[src/rtl/seq_multiplier_if.sv]
// Operand/result handshake bundle for the sequential multiplier.
// master = operand producer / result consumer side; slave = multiplier side.
// Both directions use valid/ready; a transfer happens when both are high at a clock edge.
interface seq_multiplier_if #(
    parameter int SIZE = 4
);
    logic                in_valid;
    logic                in_ready;
    logic [SIZE-1:0]     x;
    logic [SIZE-1:0]     y;
    logic                sgn;
    logic                out_valid;
    logic                out_ready;
    logic [2*SIZE-1:0]   p;

    modport master (
        output in_valid, x, y, sgn, out_ready,
        input  in_ready, out_valid, p
    );

    modport slave (
        input  in_valid, x, y, sgn, out_ready,
        output in_ready, out_valid, p
    );
endinterface

[src/rtl/seq_multiplier.sv]
// Iterative SIZE x SIZE shift-add multiplier, unsigned or two's-complement per operation.
// Latency: out_valid rises SIZE cycles after the accept edge; one operation in flight.
// Backpressure: in_ready only in IDLE; result and out_valid held in DONE until out_ready.
module seq_multiplier #(
    parameter int SIZE = 4
) (
    input  logic              clk,
    input  logic              reset,
    seq_multiplier_if.slave   bus
);
    localparam int CW = $clog2(SIZE + 1);
    localparam int W  = 2 * SIZE;

    typedef enum logic [1:0] {
        IDLE = 2'd0,
        RUN  = 2'd1,
        DONE = 2'd2
    } state_t;

    state_t          state_q, state_d;
    logic [W-1:0]    mcand_q, mcand_d;
    logic [SIZE-1:0] mplier_q, mplier_d;
    logic [W-1:0]    acc_q, acc_d;
    logic [W-1:0]    p_q, p_d;
    logic [CW-1:0]   cnt_q, cnt_d;
    logic            neg_q, neg_d;

    logic [SIZE-1:0] x_mag;
    logic [SIZE-1:0] y_mag;
    logic [W-1:0]    acc_sum;

    // Operand magnitudes (the most negative value maps to 2^(SIZE-1), which still fits)
    // and the accumulator value after the current iteration's conditional add.
    always_comb begin
        x_mag   = (bus.sgn && bus.x[SIZE-1]) ? -bus.x : bus.x;
        y_mag   = (bus.sgn && bus.y[SIZE-1]) ? -bus.y : bus.y;
        acc_sum = acc_q + (mplier_q[0] ? mcand_q : '0);
    end

    // Next-state and datapath control: accept in IDLE, SIZE shift-add steps in RUN,
    // hold the result in DONE until the consumer takes it.
    always_comb begin
        state_d  = state_q;
        mcand_d  = mcand_q;
        mplier_d = mplier_q;
        acc_d    = acc_q;
        p_d      = p_q;
        cnt_d    = cnt_q;
        neg_d    = neg_q;
        case (state_q)
            IDLE: begin
                if (bus.in_valid) begin
                    mcand_d  = {{SIZE{1'b0}}, x_mag};
                    mplier_d = y_mag;
                    neg_d    = bus.sgn & (bus.x[SIZE-1] ^ bus.y[SIZE-1]);
                    acc_d    = '0;
                    cnt_d    = '0;
                    state_d  = RUN;
                end
            end
            RUN: begin
                acc_d    = acc_sum;
                mcand_d  = mcand_q << 1;
                mplier_d = mplier_q >> 1;
                cnt_d    = cnt_q + CW'(1);
                if (cnt_q == CW'(SIZE - 1)) begin
                    // Sign is applied once on the full magnitude product; -0 stays 0.
                    p_d     = neg_q ? -acc_sum : acc_sum;
                    state_d = DONE;
                end
            end
            DONE: begin
                if (bus.out_ready) begin
                    state_d = IDLE;
                end
            end
            default: begin
                state_d = IDLE;
            end
        endcase
    end

    // State and datapath registers; reset discards any in-flight operation.
    always_ff @(posedge clk or posedge reset) begin
        if (reset) begin
            state_q  <= IDLE;
            mcand_q  <= '0;
            mplier_q <= '0;
            acc_q    <= '0;
            p_q      <= '0;
            cnt_q    <= '0;
            neg_q    <= 1'b0;
        end else begin
            state_q  <= state_d;
            mcand_q  <= mcand_d;
            mplier_q <= mplier_d;
            acc_q    <= acc_d;
            p_q      <= p_d;
            cnt_q    <= cnt_d;
            neg_q    <= neg_d;
        end
    end

    assign bus.in_ready  = (state_q == IDLE);
    assign bus.out_valid = (state_q == DONE);
    assign bus.p         = p_q;
endmodule

[src/flat_wrapper.sv]
// flat-port wrapper written by rule: the top's interface ports become plain ports
module seq_multiplier_flat 
#(
    parameter int SIZE = 4
)
  (clk, reset, bus_in_valid, bus_x, bus_y, bus_sgn, bus_out_ready, bus_in_ready, bus_out_valid, bus_p);
  seq_multiplier_if #(.SIZE(SIZE)) bus_i ();
  input  logic clk;
  input  logic reset;
  input wire logic [$bits(bus_i.in_valid)-1:0] bus_in_valid;
  input wire logic [$bits(bus_i.x)-1:0] bus_x;
  input wire logic [$bits(bus_i.y)-1:0] bus_y;
  input wire logic [$bits(bus_i.sgn)-1:0] bus_sgn;
  input wire logic [$bits(bus_i.out_ready)-1:0] bus_out_ready;
  output wire logic [$bits(bus_i.in_ready)-1:0] bus_in_ready;
  output wire logic [$bits(bus_i.out_valid)-1:0] bus_out_valid;
  output wire logic [$bits(bus_i.p)-1:0] bus_p;
  assign bus_i.in_valid = bus_in_valid;
  assign bus_i.x = bus_x;
  assign bus_i.y = bus_y;
  assign bus_i.sgn = bus_sgn;
  assign bus_i.out_ready = bus_out_ready;
  assign bus_in_ready = bus_i.in_ready;
  assign bus_out_valid = bus_i.out_valid;
  assign bus_p = bus_i.p;
  seq_multiplier #(.SIZE(SIZE)) u_core (.clk(clk), .reset(reset), .bus(bus_i));
endmodule
[config.mk]
export PLATFORM = sky130hd
export DESIGN_NAME = seq_multiplier_flat
export DESIGN_NICKNAME = d
export VERILOG_FILES = /design/src/rtl/seq_multiplier_if.sv /design/src/rtl/seq_multiplier.sv /design/src/flat_wrapper.sv
export SDC_FILE = /design/constraint.sdc
export NUM_CORES = 1
export LEC_CHECK = 0
export BUFFER_PORTS_ARGS = -buffer_cell sky130_fd_sc_hd__buf_4
export CAP_MARGIN = 20
export CORE_MARGIN = 5
export CORE_UTILIZATION = 58
export DETAILED_ROUTE_END_ITERATION = 12
export GPL_TIMING_DRIVEN = 0
export MAX_ROUTING_LAYER = met4
export PLACE_DENSITY_LB_ADDON = 0.12
export RECOVER_POWER = 25
export SYNTH_ARGS = -nofsm -noshare
export SYNTH_HDL_FRONTEND = slang
export SYNTH_SLANG_ARGS = --single-unit
[constraint.sdc]
create_clock -name clk -period 3.08 [get_ports clk]
set_input_delay 0.77 -clock clk [delete_from_list [all_inputs] [get_ports clk]]
set_output_delay 0.77 -clock clk [all_outputs]
set_load 0.05 [all_outputs]
==> metrics <==
EDFF count, synth 0; Nets 274; Worst IR Drop VDD 0.5195 mV; Hold WC Path Type input port to asynchronous set/reset pin; clk_lat worst skew 340 ps; synth top area cells dfrtp_1 42%, nand2_1 7.9%, ha_1 7.5%; total global-route track usage 21.01%; drt pass-1 iters 4; grt ovf 0; Synth Register Bits 34; n_diodes 0; reg2reg setup slack 340 ps; Max Clock Freq 365.3 MHz; Starting DRT DRC Count just over 70; RSZ-0062 raised after global routing no; post-route cell area 2282 um^2; Post-Route Setup TNS 0 ps; CP Max Fanout 9; core area 3337 um^2; Min Clock Period, post-route ~2700 ps; synth unique cells 39; Antenna Nets Post-Route 0; Post-DP Area ~2300 um^2; Mean Syn Cell Area slightly above 9 um^2; WL final 3.885 mm; Max-slew headroom 15.43%; share of the synthesized area in the top cell type 42.37%; initial antenna violation count 0; Leak roughly 1.1 nW; clock transition at the registers of the reported paths 100 ps; die footprint 4739 um^2; Routed WL per cell 13.21 um; R2R Path Start u_core.mplier_q[0]; crit path DAT 2960 ps; WP data required between 3000 and 4000 ps; Mapped Area roughly 2000 um^2; fill cell count 290; Hold Vio Cnt, Final 0; Power Total 2.314 mW; final RePlAce weighted congestion 0.8330; die width roughly 69 um; Seq/Total Area, Yosys 42.37%; port bufs 22; syn nets 244; Remaining DRCs 0; final setup vio count 0; Die Ht between 60 and 70 um; clk buf depth 2; cell taking the most area after synthesis dfrtp_1; Resize count post-CTS 0; starting density of the core 60.18%; Slew Limit Fails 0; largest net degree at the start of global routing 25; global-route wire length before repair 7.162 mm; share of cells above drive strength 1 16.94%; Setup Skew 9.735 ps; Final Cycle Share 88.87%; CTS tree built; HPWL Detailed 3.052 mm; slew of the pin with the lowest slew margin between 1000 and 1500 ps; via count of the first global-routing pass 1,575; Synth top cells by count 42 x nand2_1, 34 x dfrtp_1, 28 x o21ai_0, 13 x nand3_1, 12 x ha_1; maxcap violations 0; count leader, synth nand2_1; Post-Synthesis Cells 218; placement row count 21; power density over the cells approximately 1000 nW/um^2; Ys Warns 0; Startpoint Class flop; CTS Root Cell clkbuf_4; Worst Reg2Reg Path Length in Cells 9; postcts setup bufs 0; Vias between 1,500 and 2,000; number of CTS-inserted buffers 5; most common flop cell mapped by yosys dfrtp_1; Critical Path End Type flop; R2R Path End u_core.bus.p[7]; htree depth 2; I/O pin cnt 23; WS Path Type flop to flop; DR vias/cell about 5.4; Sink Count 34; async set or reset register ratio after synthesis 100.0%; Syn-to-layout area delta 13.64%; status completed; hold buffers post-CTS 0
==> where the power goes <==
part	total [mW]	switching (mW)	internal, mW	leakage (nW)
clock	0.230	0.148	0.0820	0.0308
combinational	1.34	0.842	0.499	0.651
sequential	0.742	0.113	0.629	0.439
total	2.31	1.10	1.21	1.12
==> per-stage QoR <==
step	instances	setup WS (ps)	hold WS (ps)	utilization, %
6_report	294	342.8	404.4	68.39
4_1_cts	294	317.0	459.0	69.10
3_3_place_gp	286	377.3	461.7	66.85
2_1_floorplan	218	606.0	453.4	-
5_1_grt	294	100.1	420.4	68.39
3_5_place_dp	287	338.2	470.1	67.68
==> worst max-delay path, cell delays in order, from the launching register on <==
cell and delay, ps:
dfrtp_1 460, and2_1 200, ha_1 220, fa_1 410
a211oi_1 330, o21bai_1 140, a221o_1 390, o31ai_2 240
xnor2_1 150, o21ai_1 70
==> area by class of cell <==
class / instances / area, um^2 / area share, %
sequential: 34 / 850.8 / 37.28
multi-input combinational: 166 / 1062 / 46.55
clock buffer: 5 / 37.54 / 1.645
tap: 46 / 57.56 / 2.522
timing repair buffer: 23 / 168.9 / 7.401
inverter: 10 / 37.54 / 1.645
clock inverter: 2 / 10.01 / 0.4386
buffer: 8 / 57.56 / 2.522
==> placed cells by master (no fill, tap or decap), types with 2 or more instances in the layout <==
cell      count
and2_1        9
clkbuf_8      2
a22oi_1       6
or2_2         2
clkbuf_1      6
ha_1         12
mux2i_1       3
nor2_1        7
xor2_1        5
nand2b_1      3
a21o_1        2
a211oi_1      2
nand3_1      13
o31ai_1       2
nand2_1      42
nor2b_1       2
clkinv_2      2
o21ai_0      28
clkbuf_4      6
a21oi_1       2
buf_4        21
inv_1        10
xnor2_1       8
dfrtp_1      34
o21ai_1       2
==> worst max-delay path by stage <==
stage               slack, ps                from              end
floorplan                 610  u_core.mplier_q[0]  u_core.bus.p[7]
global placement          380  u_core.mplier_q[0]  u_core.bus.p[7]
detailed placement        340  u_core.mplier_q[0]  u_core.bus.p[7]
CTS                       320  u_core.mplier_q[0]  u_core.bus.p[7]
global route              100  u_core.mplier_q[0]  u_core.bus.p[7]
finish                    340  u_core.mplier_q[0]  u_core.bus.p[7]
==> kinds of logic (layout without fill, tap and decap cells) <==
family / after synthesis / count (layout) / share of synthesized area (%)
compound gates: 53 / 53 / 17.57
flops: 34 / 34 / 42.37
buf+inv: 18 / 48 / 4.736
fa+ha+maj: 13 / 13 / 8.473
xor+xnor: 13 / 13 / 5.670
mux: 3 / 3 / 1.495
simple gates: 84 / 84 / 19.69
==> layer usage <==
layer  vias up  wire [um]  GRT usage (%)
met5         -          0              -
met4         0         52          6.813
met3         5        195          5.511
met2        26       1807          33.93
met1       744       1830          25.69
li1        815          -              -
==> flip-flops by register name, summed over array words and instances, names as in the netlist <==
register and flops:
u_core.bus.p 8, u_core.mcand_q 8, u_core.acc_q 8, u_core.mplier_q 4
u_core.cnt_q 3, u_core.neg_q 1, u_core.state_q 2
Note: power is estimated with default switching activity, not from simulation.
